## src/rtl/alu_pkg.sv

```systemverilog
`default_nettype none
// +------------------------------------------------------------------+
// | alu_pkg: shared FSM states, widths and ALU operation codes        |
// | Rev 1.0                                                           |
// +------------------------------------------------------------------+
package alu_pkg;

  localparam int NB_DATA_DEF = 8;
  localparam int NB_OP_DEF   = 6;
  localparam int NB_BYTE_DEF = 8;

  typedef enum logic [2:0] {
    IDLE     = 3'd0,
    SEND_OP  = 3'd1,
    SEND_RES = 3'd2,
    SEND_CHK = 3'd3,
    DONE     = 3'd4
  } state_t;

  localparam logic [NB_OP_DEF-1:0] OP_ADD = 6'h20;
  localparam logic [NB_OP_DEF-1:0] OP_SUB = 6'h22;
  localparam logic [NB_OP_DEF-1:0] OP_AND = 6'h24;
  localparam logic [NB_OP_DEF-1:0] OP_OR  = 6'h25;
  localparam logic [NB_OP_DEF-1:0] OP_XOR = 6'h26;
  localparam logic [NB_OP_DEF-1:0] OP_NOR = 6'h27;
  localparam logic [NB_OP_DEF-1:0] OP_SRA = 6'h03;
  localparam logic [NB_OP_DEF-1:0] OP_SRL = 6'h02;

  // Index width that stays legal when a word is a single byte.
  function automatic int idx_width(input int n);
    return (n > 1) ? $clog2(n) : 1;
  endfunction

endpackage
`default_nettype wire

```

## src/rtl/alu_result_sender_byte_slicer.sv

```systemverilog
`default_nettype none
// +------------------------------------------------------------------+
// | byte_slicer: combinational pick of byte[i_index] from a word      |
// | Rev 1.0                                                           |
// +------------------------------------------------------------------+
module byte_slicer #(
  parameter int NB_DATA = 8,
  parameter int NB_BYTE = 8,
  parameter int NB_IDX  = 1
) (
  input  logic [NB_DATA-1:0] i_word,
  input  logic [NB_IDX-1:0]  i_index,
  output logic [NB_BYTE-1:0] o_byte
);

  localparam int N_BYTES = NB_DATA / NB_BYTE;

  always_comb begin
    o_byte = '0;
    for (int k = 0; k < N_BYTES; k++) begin
      if (i_index == NB_IDX'(k)) begin
        o_byte = i_word[k*NB_BYTE +: NB_BYTE];
      end
    end
  end

endmodule
`default_nettype wire

```

## src/rtl/alu_result_sender.sv

```systemverilog
`default_nettype none
// +------------------------------------------------------------------+
// | alu_result_sender: streams {op, result bytes LSB first} to UART   |
// | TX. Optional macro RESULT_CHECKSUM_EN appends an XOR byte.        |
// | Rev 1.0                                                           |
// +------------------------------------------------------------------+
module alu_result_sender
  import alu_pkg::*;
#(
  parameter int NB_DATA = NB_DATA_DEF,
  parameter int NB_OP   = NB_OP_DEF,
  parameter int NB_BYTE = NB_BYTE_DEF
) (
  input  logic               i_clock,
  input  logic               i_reset,
  input  logic               i_start,
  input  logic [NB_DATA-1:0] i_result,
  input  logic [NB_OP-1:0]   i_operation,
  input  logic               i_tx_ready,
  output logic [NB_BYTE-1:0] o_tx_data,
  output logic               o_tx_valid,
  output logic               o_busy,
  output logic               o_done
);

  localparam int                N_BYTES  = NB_DATA / NB_BYTE;
  localparam int                NB_IDX   = idx_width(N_BYTES);
  localparam logic [NB_IDX-1:0] LAST_IDX = NB_IDX'(N_BYTES - 1);

  state_t               r_state;
  state_t               w_next;
  logic [NB_DATA-1:0]   r_result;
  logic [NB_OP-1:0]     r_op;
  logic [NB_IDX-1:0]    r_idx;
  logic [NB_BYTE-1:0]   w_slice;
  logic [NB_BYTE-1:0]   w_data;
  logic                 w_valid;
  logic                 w_xfer;
  logic                 w_capture;
`ifdef RESULT_CHECKSUM_EN
  logic [NB_BYTE-1:0]   r_chk;
`endif

  assign w_capture = (r_state == IDLE) && i_start;
  assign w_xfer    = w_valid && i_tx_ready;

  byte_slicer #(
    .NB_DATA (NB_DATA),
    .NB_BYTE (NB_BYTE),
    .NB_IDX  (NB_IDX)
  ) u_slicer (
    .i_word  (r_result),
    .i_index (r_idx),
    .o_byte  (w_slice)
  );

  always_ff @(posedge i_clock) begin
    if (i_reset) begin
      r_state <= IDLE;
    end else begin
      r_state <= w_next;
    end
  end

  // Outputs are decoded from registered state, so they hold while stalled.
  always_comb begin
    w_next  = r_state;
    w_valid = 1'b0;
    w_data  = '0;
    case (r_state)
      IDLE: begin
        if (i_start) w_next = SEND_OP;
      end
      SEND_OP: begin
        w_valid = 1'b1;
        w_data  = NB_BYTE'(r_op);
        if (i_tx_ready) w_next = SEND_RES;
      end
      SEND_RES: begin
        w_valid = 1'b1;
        w_data  = w_slice;
        if (i_tx_ready && (r_idx == LAST_IDX)) begin
`ifdef RESULT_CHECKSUM_EN
          w_next = SEND_CHK;
`else
          w_next = DONE;
`endif
        end
      end
`ifdef RESULT_CHECKSUM_EN
      SEND_CHK: begin
        w_valid = 1'b1;
        w_data  = r_chk;
        if (i_tx_ready) w_next = DONE;
      end
`endif
      DONE: begin
        w_next = IDLE;
      end
      default: begin
        w_next = IDLE;
      end
    endcase
  end

  always_ff @(posedge i_clock) begin
    if (i_reset) begin
      r_result <= '0;
      r_op     <= '0;
      r_idx    <= '0;
`ifdef RESULT_CHECKSUM_EN
      r_chk    <= '0;
`endif
    end else if (w_capture) begin
      r_result <= i_result;
      r_op     <= i_operation;
      r_idx    <= '0;
`ifdef RESULT_CHECKSUM_EN
      r_chk    <= '0;
`endif
    end else if (w_xfer) begin
      if (r_state == SEND_RES) begin
        r_idx <= (r_idx == LAST_IDX) ? '0 : r_idx + NB_IDX'(1);
      end
`ifdef RESULT_CHECKSUM_EN
      r_chk <= r_chk ^ w_data;
`endif
    end
  end

  assign o_tx_data  = w_data;
  assign o_tx_valid = w_valid;
  assign o_busy     = (r_state != IDLE);
  assign o_done     = (r_state == DONE);

endmodule
`default_nettype wire

```

## config.mk

```make
export PLATFORM = sky130hd
export DESIGN_NAME = alu_result_sender
export DESIGN_NICKNAME = d
export VERILOG_FILES = /design/src/rtl/alu_pkg.sv /design/src/rtl/alu_result_sender_byte_slicer.sv /design/src/rtl/alu_result_sender.sv
export SDC_FILE = /design/constraint.sdc
export NUM_CORES = 1
export LEC_CHECK = 0
export BUFFER_PORTS_ARGS = -buffer_cell sky130_fd_sc_hd__clkbuf_2
export CELL_PAD_IN_SITES_DETAIL_PLACEMENT = 2
export CELL_PAD_IN_SITES_GLOBAL_PLACEMENT = 2
export CORE_UTILIZATION = 25
export DETAILED_ROUTE_END_ITERATION = 12
export GPL_TIMING_DRIVEN = 0
export PLACE_DENSITY_LB_ADDON = 0.3
export SLEW_MARGIN = 20
export SYNTH_ARGS = -nofsm -noshare
export SYNTH_HDL_FRONTEND = slang
export SYNTH_HIERARCHICAL = 1
export SYNTH_SLANG_ARGS = --single-unit
```

## constraint.sdc

```tcl
create_clock -name i_clock -period 1.76 [get_ports i_clock]
set_input_delay 0.176 -clock i_clock [delete_from_list [all_inputs] [get_ports i_clock]]
set_output_delay 0.176 -clock i_clock [all_outputs]
set_load 0.02 [all_outputs]
```

# After elaboration in Yosys (flattened, before gate mapping)
# Cells that the tools add are included.
totals:
  mem_count: 0
  elab_cells: 29
  reg_bits: 18
  latchBits: 0
  mem_bits_rw: 0
  mem_bits_ro: 0
classes:
  eq_ne: 6
  n_reduce_logical: 9
  addsub: 1
  bitwise_logic: 1
  n_mul: 0
  mux: 8
  magnitude_cmp: 0
  shift: 0
  div_mod_pow: 0
ops:
  columns: ["op", "n"]
  rows:
  - ["case mux 8 bit (2 select lines)", 1]
  - ["2-to-1 mux 3 bit", 3]
  - ["case mux 3 bit (3 select lines)", 1]
  - ["2-to-1 mux 8 bit", 1]
  - ["inequality test 2 bit, second input constant", 3]
  - ["OR reduction 2 bit", 2]
  - ["equality test 3 x 1 -> 1 bit, second input constant", 1]
  - ["equality test 3 x 2 -> 1 bit, second input constant", 1]
  - ["equality test 3 bit, second input constant", 1]
  - ["logical AND 1 bit", 3]
  - ["zero test 3 bit", 1]
  - ["AND reduction 3 bit", 1]
  - ["nonzero test 3 bit", 1]
  - ["2-to-1 mux 1 bit", 2]
  - ["AND reduction 2 bit", 1]
  - ["adder 1 bit, second input constant", 1]
  - ["inverter 1 bit", 1]

# Logic depth before layout (Yosys ltp)
logic_depth:
  ltp_word: 5
  ltp_mapped: 4
  mapped_depth_nobuf: 3

# Hierarchy
# Netlist, hierarchy kept.
by_module_without_submodules:
  columns: ["module", "cells_per_inst", "n_inst", "area_each_um2"]
  rows:
  - ["alu_result_sender", 102, 1, 947.2]
  - ["byte_slicer", 8, 1, 50.0]

# Worst setup path after synthesis
# OpenSTA, ideal clock, no wires.
synth_path:
  path_kind: "reg2out"
  from: "register r_state[1]"
  to: "output o_tx_data[0]"
  path_buffers: 2
  stages_incl_launch_ff: 5
  arrival_ns: 1.234
  slack_ns: 0.350
  required_ns: 1.584
  cell_sequence: "dfxtp_1 > buf_2 > clkbuf_1 > nand3b_1 > a21oi_1"
synth_via:
  elab_chain_cells: 2
  word_cells_on_any_way: 3
  cone_classes: "2 x eq/ne; 1 x mux"
synth_rtl:
  columns: ["item", "line", "rtl"]
  rows:
  - ["start, declared", "alu_result_sender.sv:30", "state_t r_state;"]
  - ["start signal, assigned", "alu_result_sender.sv:61", "r_state <= w_next;"]
  - ["equality test 3 x 2 -> 1 bit or equality test 3 x 1 -> 1 bit (tied branches)", "alu_result_sender.sv:70", "case (r_state)"]
  - ["case mux 8 bit (2 select lines) (*)", "alu_result_sender.sv:70", null]
  - ["end, declared", "alu_result_sender.sv:20", "output logic [NB_BYTE-1:0] o_tx_data,"]
# Mark *: on every way between the ends. The rest lies on a longest branch, timed or not.

# Worst setup path in the final report
layout_path:
  from: "register r_state[1]"
  to: "output o_tx_data[4]"
# The elaborated chain is that of the path after synthesis.

==> impl_metrics.ini <==
[layout]
num_antenna_cells = 0
syn_to_final_growth_pct = 28.23
fillerInstances = 464
nets = 167
layout-drive-gt1-share_pct = 25.68
finalNonFillerCells = 196

[clock_tree]
cts_sinks = 17
clk_latency_ns = 0.25
clkTransAtPathRegs_ns = 0.07
cts_root_buf = clkbuf_8
cts_made_buffers = 3
ctsLongestPathBuffers = 2
ctsHtreeMaxLevel = 1
cts_tree = yes

[sta]
timing.final.crit_period_ns = 1.650
slew_headroom_pct = 63.64
rsz0062_at_grt = false
setup_ws_ns = 0.1097
tightestPinTransition_ns = 0.5431
fin_skew_ns = 0.0009800
hold_ws_ns = 0.1618
max_freq_mhz = 605.9
drv_slew = 0
fin_crit_sh_pct = 93.77
setup_viol = 0
finalSetupTns_ns = 0
finalHoldViolCount = 0

[die]
core_sq_um = 3744
num_rows = 22
die_w_microns = 65.16
die_y_microns = 65.16
initial_core_util_pct = 26.64
die_area_sq_um = 4245
pin_count = 29

[worst_setup_path]
crit_arrival_ns = 1.47
start_kind = flop
critPathCaptureType = primary output
reg2reg_setup_slack_ns = 0.27
cp_max_fo = 10
setup.worst_path.class = reg2out
worstPathRequired_ns = 1.58

[drt]
drt_pass1_iterations = 4
first_iter_violations = 17
vias = 891
drt_wl_total_microns = 2618
drt-wirelength-per-cell_microns = 13.36
via_per_inst = 4.546
wl_met3_microns = 88
wl_met2_microns = 1303
top_layer = met4
drt-met1-wl_microns = 1212
ant_nets = 0
drc = 0

[logic_synthesis]
synth_area_sq_um = 997.2
synth_edf_count = 0
seq_area_frac_synth_pct = 34.13
synth.avg_cell_area_sq_um = 9.066
syn_inst = 110
ys_types = 17
synth_top_flop_cell = dfxtp_1
yosys_warnings = 6
ys_ff_latch = 17
async_flop_share_pct = 0

[place]
port_buffers = 28
place_hpwl_microns = 2041
pre_cts_slack_ns = 0.1518
gp_routability_congestion = 0.7184
dp.cells = 193

[global_route]
track_usage_pct = 14.32
grt_pass1_vias = 942
antenna_found_initial = 0
grt_pass1_wl_microns = 4554
grt_max_degree = 13
grt.overflow.total = 0

[power_and_ir_drop]
p_leak_nw = 0.5359
power.total_uw = 907.0
vdd.ir_drop.worst_mv = 0.3169
powerDensity_nw_per_um2 = 709.3

[status]
status = complete, no violations

[job]
maxCapViolations = 0

[hold_path]
hold_path_class = in2reg
-- registers in the layout (all words and copies together), names as in the netlist --
signal	cells
r_result	8
r_op	6
r_state	3
-- cells by family after synthesis --
kind of cell	share of synthesized area, %
AND/OR/NAND/NOR	41.91
buffers and inverters	4.391
other	0.3761
flip-flops	34.13
multiplexers	14.05
AO/OA/AOI/OAI	5.144
-- worst paths after layout --
path,endpoint,depth (start not counted),start
worst min-delay path,r_result[5]$_SDFFE_PP0P_,3,i_result[5]
worst max register to register,r_op[2]$_SDFFE_PP0P_,3,r_state[2]$_SDFFE_PP0P_
worst min register to register,r_result[5]$_SDFFE_PP0P_,2,r_result[5]$_SDFFE_PP0P_
worst max-delay path,o_tx_data[4],5,r_state[1]$_SDFFE_PP0P_
-- stage by stage --
stage	utilization (%)	instance area (sq um)
floorplan	-	1023
finish	34.16	1279
CTS	33.89	1269
detailed placement	32.69	1224
global route	34.16	1279
global placement	32.69	1224
-- area by class of cell --
type	instances	area [sq um]	area share [%]
Sequential cell	17	341.6	26.71
Clock inverter	1	5.005	0.3914
Clock buffer	3	41.29	3.229
Buffer	8	46.29	3.620
Timing Repair Buffer	28	145.1	11.35
Multi-Input combinational cell	91	639.4	50.00
Tap cell	48	60.06	4.697
-- synth_stat cells (2+ instances only) --
| library cell | count | area share [%] |
|---|---|---|
| nand3b_1 | 13 | 9.8 |
| nand2b_1 | 32 | 20 |
| dfxtp_1 | 17 | 34 |
| buf_2 | 2 | 1.0 |
| clkbuf_1 | 6 | 2.3 |
| nor2b_1 | 8 | 5.0 |
| a21oi_1 | 7 | 3.5 |
| nor3b_1 | 3 | 2.3 |
| mux2i_1 | 14 | 14 |
-- placed cells by master (no fill, tap or decap), drive strengths merged --
master and n:
buf 6, a21oi 7, nand3b 13, or3 1
mux2i 14, nor2b 8, dfxtp 17, nor3b 3
nand2b 32, clkbuf 33, a2111oi 1, clkinv 1
a211oi 1, or3b 1, conb 8, nor4b 2
-- layer usage --
| layer | vias to the layer above | track usage (%) |
|---|---|---|
| li1 | 441 | - |
| met2 | 20 | 23.96 |
| met1 | 428 | 18.40 |
| met3 | 2 | 3.646 |
| met5 | - | 0 |
| met4 | 0 | 3.261 |
-- worst max-delay path, cell delays in order (launching register included) --
cell	delay, ns
dfxtp_1	0.38
clkbuf_4	0.21
clkbuf_4	0.20
nand3b_1	0.08
a21oi_1	0.16
buf_2	0.19
-- timing repair --
| action | CTS | global route |
|---|---|---|
| hold buffers | 0 | 0 |
| gates resized for setup | 2 | 9 |
| setup buffers | 0 | 0 |
| setup endpoints to repair | 6 | 6 |
-- report_power, final --
part / switching, mW / total, mW / internal (mW)
Combinational: 0.0855 / 0.173 / 0.0880
Clock: 0.144 / 0.301 / 0.157
Sequential: 0.0197 / 0.433 / 0.413
Total: 0.249 / 0.907 / 0.658
(Power assumes the default switching activity.)
